**src/rtl/rob_dispatch_alloc.sv**
```systemverilog
// Reorder buffer: multi-slot dispatch allocation, completion tracking, in-order multi-slot retire.
// Latency: dispatch->retire min 2 cycles; completion visible to retire one cycle after its edge.
// Backpressure: disp_ready drops when fewer than DISP_WIDTH slots are free; retire has no ready.
//
// Ports:
//   clk, rst_n                  core clock, async active-low reset
//   disp_valid/entry/ready/idx  dispatch request, payloads, accept, allocated indices (comb)
//   cmpl_valid/cmpl_idx         execution-complete strobe and ROB index
//   flush                       discard every in-flight entry at the next edge
//   ret_valid/entry/idx         retiring slots, oldest in slot 0
//   count/empty/full            occupancy status
module rob_dispatch_alloc #(
  parameter int DEPTH      = 16,
  parameter int DISP_WIDTH = 2,
  parameter int RET_WIDTH  = 2,
  parameter int ENTRY_W    = 64,
  parameter int IDX_W      = $clog2(DEPTH)
) (
  input  logic                          clk,
  input  logic                          rst_n,
  input  logic [DISP_WIDTH-1:0]         disp_valid,
  input  logic [DISP_WIDTH*ENTRY_W-1:0] disp_entry,
  output logic                          disp_ready,
  output logic [DISP_WIDTH*IDX_W-1:0]   disp_idx,
  input  logic                          cmpl_valid,
  input  logic [IDX_W-1:0]              cmpl_idx,
  input  logic                          flush,
  output logic [RET_WIDTH-1:0]          ret_valid,
  output logic [RET_WIDTH*ENTRY_W-1:0]  ret_entry,
  output logic [RET_WIDTH*IDX_W-1:0]    ret_idx,
  output logic [IDX_W:0]                count,
  output logic                          empty,
  output logic                          full
);

  // Pointers carry one extra wrap bit above the index.
  typedef logic [IDX_W:0] ptr_t;
  localparam ptr_t DEPTH_P = ptr_t'(DEPTH);

  ptr_t               head_q, head_d;
  ptr_t               tail_q, tail_d;
  logic [DEPTH-1:0]   valid_q, valid_d;
  logic [DEPTH-1:0]   done_q, done_d;
  logic [ENTRY_W-1:0] payload_q [DEPTH];

  logic [IDX_W-1:0]      disp_slot [DISP_WIDTH];
  logic [IDX_W-1:0]      ret_slot  [RET_WIDTH];
  logic [DISP_WIDTH-1:0] disp_take;
  logic                  disp_fire;
  ptr_t                  n_disp;
  ptr_t                  n_ret;
  ptr_t                  free_slots;

  assign count      = tail_q - head_q;
  assign empty      = (head_q == tail_q);
  assign full       = (head_q[IDX_W-1:0] == tail_q[IDX_W-1:0]) && (head_q[IDX_W] != tail_q[IDX_W]);
  assign free_slots = DEPTH_P - count;
  // Occupancy only: slots freed by this cycle's retirement are not offered.
  assign disp_ready = (free_slots >= ptr_t'(DISP_WIDTH));

  // Dispatch: only the leading contiguous run of valid slots is taken.
  always_comb begin
    logic run;
    run       = 1'b1;
    n_disp    = '0;
    disp_fire = disp_ready && disp_valid[0] && !flush;
    disp_take = '0;
    disp_idx  = '0;
    for (int i = 0; i < DISP_WIDTH; i++) begin
      disp_slot[i]                  = tail_q[IDX_W-1:0] + IDX_W'(i);
      disp_idx[i*IDX_W +: IDX_W]    = disp_slot[i];
      run                           = run & disp_valid[i];
      disp_take[i]                  = run & disp_fire;
      n_disp                        = n_disp + ptr_t'(disp_take[i]);
    end
  end

  always_comb begin
    for (int k = 0; k < RET_WIDTH; k++) begin
      ret_slot[k] = head_q[IDX_W-1:0] + IDX_W'(k);
    end
  end

  // Retire: a slot is eligible only while every older slot from head is also retiring.
  always_comb begin
    logic run;
    run       = 1'b1;
    n_ret     = '0;
    ret_valid = '0;
    ret_entry = '0;
    ret_idx   = '0;
    for (int k = 0; k < RET_WIDTH; k++) begin
      run                              = run & valid_q[ret_slot[k]] & done_q[ret_slot[k]];
      ret_valid[k]                     = run & !flush;
      ret_idx[k*IDX_W +: IDX_W]        = ret_slot[k];
      ret_entry[k*ENTRY_W +: ENTRY_W]  = payload_q[ret_slot[k]];
      n_ret                            = n_ret + ptr_t'(ret_valid[k]);
    end
  end

  // Next state. Completion is applied before the retire clear so a redundant
  // completion of a retiring entry cannot leave a stale done bit behind.
  always_comb begin
    head_d  = head_q;
    tail_d  = tail_q;
    valid_d = valid_q;
    done_d  = done_q;
    if (flush) begin
      head_d  = '0;
      tail_d  = '0;
      valid_d = '0;
      done_d  = '0;
    end else begin
      if (cmpl_valid && valid_q[cmpl_idx]) begin
        done_d[cmpl_idx] = 1'b1;
      end
      for (int k = 0; k < RET_WIDTH; k++) begin
        if (ret_valid[k]) begin
          valid_d[ret_slot[k]] = 1'b0;
          done_d[ret_slot[k]]  = 1'b0;
        end
      end
      for (int i = 0; i < DISP_WIDTH; i++) begin
        if (disp_take[i]) begin
          valid_d[disp_slot[i]] = 1'b1;
          done_d[disp_slot[i]]  = 1'b0;
        end
      end
      head_d = head_q + n_ret;
      tail_d = tail_q + n_disp;
    end
  end

  always_ff @(posedge clk or negedge rst_n) begin
    if (!rst_n) begin
      head_q  <= '0;
      tail_q  <= '0;
      valid_q <= '0;
      done_q  <= '0;
    end else begin
      head_q  <= head_d;
      tail_q  <= tail_d;
      valid_q <= valid_d;
      done_q  <= done_d;
    end
  end

  // Payload storage carries no reset; valid bits gate everything read from it.
  always_ff @(posedge clk) begin
    for (int i = 0; i < DISP_WIDTH; i++) begin
      if (disp_take[i]) begin
        payload_q[disp_slot[i]] <= disp_entry[i*ENTRY_W +: ENTRY_W];
      end
    end
  end

endmodule

```
**config.mk**
```make
export PLATFORM = sky130hd
export DESIGN_NAME = rob_dispatch_alloc
export DESIGN_NICKNAME = d
export VERILOG_FILES = /design/src/rtl/rob_dispatch_alloc.sv
export SDC_FILE = /design/constraint.sdc
export NUM_CORES = 2
export LEC_CHECK = 0
export CAP_MARGIN = 25
export CORE_UTILIZATION = 62
export DETAILED_ROUTE_END_ITERATION = 10
export PLACE_DENSITY = 0.86
export SYNTH_ARGS = -nofsm -noshare
export SYNTH_HDL_FRONTEND = slang
export SYNTH_SLANG_ARGS = --single-unit
```
**constraint.sdc**
```tcl
create_clock -name clk -period 5.8 [get_ports clk]
set_input_delay 1.74 -clock clk [delete_from_list [all_inputs] [get_ports clk]]
set_output_delay 1.74 -clock clk [all_outputs]
set_load 0.05 [all_outputs]
```
==> impl_metrics.json <==
{
  "crit_path_start_kind": "flip-flop",
  "rsz0062_at_grt": "no",
  "clk_latency_ns": 0.71,
  "fin_crit_ns": 5.70,
  "synth_area_per_cell_um2": 18.7,
  "fin_tns_setup_ns": 0,
  "io_pins": 292,
  "synth_edf_count": 1024,
  "cts_tree": "built",
  "hpwl_um": 106000,
  "p_per_area_mw_per_mm2": 240,
  "cts_root_buf": "clkbuf_16",
  "end_kind": "output port",
  "tightest_slew_ns": 1.10,
  "rows": 118,
  "p_clk_frac": 0.411,
  "viasPerCell": 7.41,
  "arrival_ns": 3.96,
  "vdd_drop_max_uv": 247,
  "via_count": 37800,
  "grt-ovfl-total": 0,
  "routed-wl-met2_um": 91600,
  "grt_pass1_wl_um": 269000,
  "ys_seq_area_frac": 0.491,
  "combPwrFrac": 0.098,
  "syn-num-nets": 3637,
  "endpoint": "ret_entry[78]",
  "synth_top_area_frac": 0.475,
  "r2r_start": "tail_q[0]",
  "syn_to_final_growth_pct": 12.4,
  "critPathKind": "reg2out",
  "clockBufferDepth": 3,
  "synthesis.area_mm2": 0.0648,
  "final_nets": 3769,
  "status": "completed",
  "stdcell_count": 5097,
  "synth_top_cell_by_area": "edfxtp_1",
  "portBuffers": 291,
  "place_congestion": 0.924,
  "core_mm2": 0.103,
  "grt_util_all_layers": 0.351,
  "synth_warnings": 0,
  "drv_cap": 0,
  "die_w_um": 325,
  "initial_core_util": 0.626,
  "firstDrtPassIters": 5,
  "ff2ff_path_depth": 11,
  "placed_cell_area_mm2": 0.0691,
  "cts_buffers": 113,
  "postCtsHoldBufs": 0,
  "wl_met3_um": 21100,
  "hold_viol_final": 0,
  "post-route-drc-count": 0,
  "switchingPower_mw": 4.00,
  "startpoint": "head_q[0]",
  "fmax_ghz": 0.175,
  "drt-initial-drc-count": 5230,
  "ys_seq_elements": 1066,
  "switching_share": 0.229,
  "layout-drive-gt1-share": 0.563,
  "clock-sinks": 1066,
  "max_slew_margin": 0.264,
  "synthTopCellsByCount": "1,024 x edfxtp_1, 655 x mux4_2, 600 x mux2_4",
  "first_global_vias": 38300,
  "min_path_type": "reg2reg",
  "syn_inst": 3473,
  "cp.required_ns": 4.06,
  "async_reset_ff_frac": 0.0394,
  "place_ws_ns": 0.654,
  "clkTransAtPathRegs_ns": 0.06,
  "drv_slew": 0,
  "synth.area.top_cells": "edfxtp_1 47%, mux4_2 23%, mux2_4 14%",
  "place_inst": 4868,
  "p_leak_nw": 25.6,
  "dr.max_layer_used": "met5",
  "clock_skew_ns": 0.0221,
  "fin_area_mm2": 0.0728,
  "antenna_found_initial": 20,
  "synthFlopType": "edfxtp_1",
  "synth_cell_type_count": 58,
  "htreeDepth": 3,
  "grt_max_degree": 111,
  "p_int_mw": 13.5,
  "period_share": 0.983,
  "pwr-share-seq": 0.492,
  "finalSetupViolCount": 0,
  "ant_nets": 0,
  "die_area_mm2": 0.106,
  "met1_length_um": 64600,
  "fin_ws_ns": 0.0991,
  "utilization": 0.703,
  "wl_per_cell_um": 36.4,
  "r2r_slack_ns": 1.06,
  "yosys.cell_count.top_type": "edfxtp_1",
  "fp.dieH_um": 325,
  "finalWirelength_um": 185000,
  "reg2reg_to": "payload_q[8][37]",
  "crit_fanout": 25
}
[worst max-delay path, cell delays in order (launching register included)]
cell	delay (ns)
dfrtp_4	0.64
inv_1	0.22
ha_4	0.41
buf_12	0.26
buf_12	0.26
mux4_2	0.55
mux4_2	0.59
buf_4	0.24
[placed cells by master, fill, tap and decap left out, types with 12 or more instances in the layout]
cell type / synthesis / routed
a31oi_1: 18 / 18
and2_1: 19 / 12
buf_12: 7 / 74
buf_4: 11 / 127
bufinv_16: 0 / 12
clkbuf_1: 215 / 31
clkbuf_16: 0 / 115
clkdlybuf4s50_1: 0 / 211
clkinv_1: 0 / 25
clkinv_2: 0 / 22
dfrtp_1: 42 / 39
diode_2: 0 / 19
edfxtp_1: 1024 / 1024
ha_1: 23 / 22
inv_1: 16 / 15
mux2_2: 421 / 421
mux2_4: 600 / 600
mux4_2: 655 / 655
nand2_1: 28 / 28
nand2b_1: 19 / 19
nor2_1: 46 / 46
o21ai_4: 11 / 16
o21bai_1: 12 / 12
[through the flow]
| stage | power (mW) | hold WS [ns] |
|---|---|---|
| final | 17.5 | 0.567 |
| after global routing | 17.9 | 0.597 |
| after CTS | 17.5 | 0.561 |
| after detailed placement | 10.4 | 0.551 |
| after global placement | 10.4 | 0.551 |
| after floorplan | 9.90 | 0.517 |
[cell families after synthesis]
kind of cell    count (synthesis)  synth area share
xor+xnor                       15           0.00214
buf+inv                       415            0.0339
compound gates                108            0.0140
fa+ha+maj                      26           0.00537
flops                        1066             0.491
mux                          1683             0.441
simple gates                  160            0.0127
[layer usage]
layer | GRT usage | vias up
met5 | 0 | -
met4 | 0.145 | 18
met3 | 0.0766 | 494
met2 | 0.570 | 2730
met1 | 0.462 | 19800
li1 | - | 14800
[state kept, by name, summed over array words and instances, names as in the netlist]
| signal | flops |
|---|---|
| done_q | 16 |
| payload_q | 1024 |
| valid_q | 16 |
| head_q | 5 |
| tail_q | 5 |
[area by class of cell]
class,instances,area [um2]
Sequential cell,1066,31800
Multi-Input combinational cell,1992,31000
Fill cell,6168,30700
Timing Repair Buffer,416,4600
Clock buffer,146,2990
Tap cell,1380,1730
Clock inverter,62,591
Inverter,16,65.1
Antenna cell,19,47.5
[power by group through the flow]
stage	logic, mW	clock network (mW)	registers (mW)
global route	1.78	7.49	8.61
global placement	1.64	0	8.75
floorplan	1.15	0	8.75
finish	1.71	7.19	8.61
CTS	1.70	7.21	8.60
detailed placement	1.68	0	8.76
[worst min-delay path by stage]
stage	slack, ns	cells after the start	startpoint	end
2_1_floorplan	0.52	2	valid_q[10]	valid_q[10]
3_3_place_gp	0.55	2	valid_q[1]	valid_q[1]
3_5_place_dp	0.55	2	valid_q[10]	valid_q[10]
4_1_cts	0.56	2	valid_q[10]	valid_q[10]
5_1_grt	0.60	2	valid_q[14]	valid_q[14]
6_report	0.57	2	valid_q[10]	valid_q[10]
[timing repair]
item | in CTS | in global routing
gates resized for setup | 1 | 0
buffers inserted | 1 | 0
setup endpoints to repair | 13 | 0
endpoints found under the hold margin | 0 | 0
Note: power is estimated with default switching activity, not from simulation.
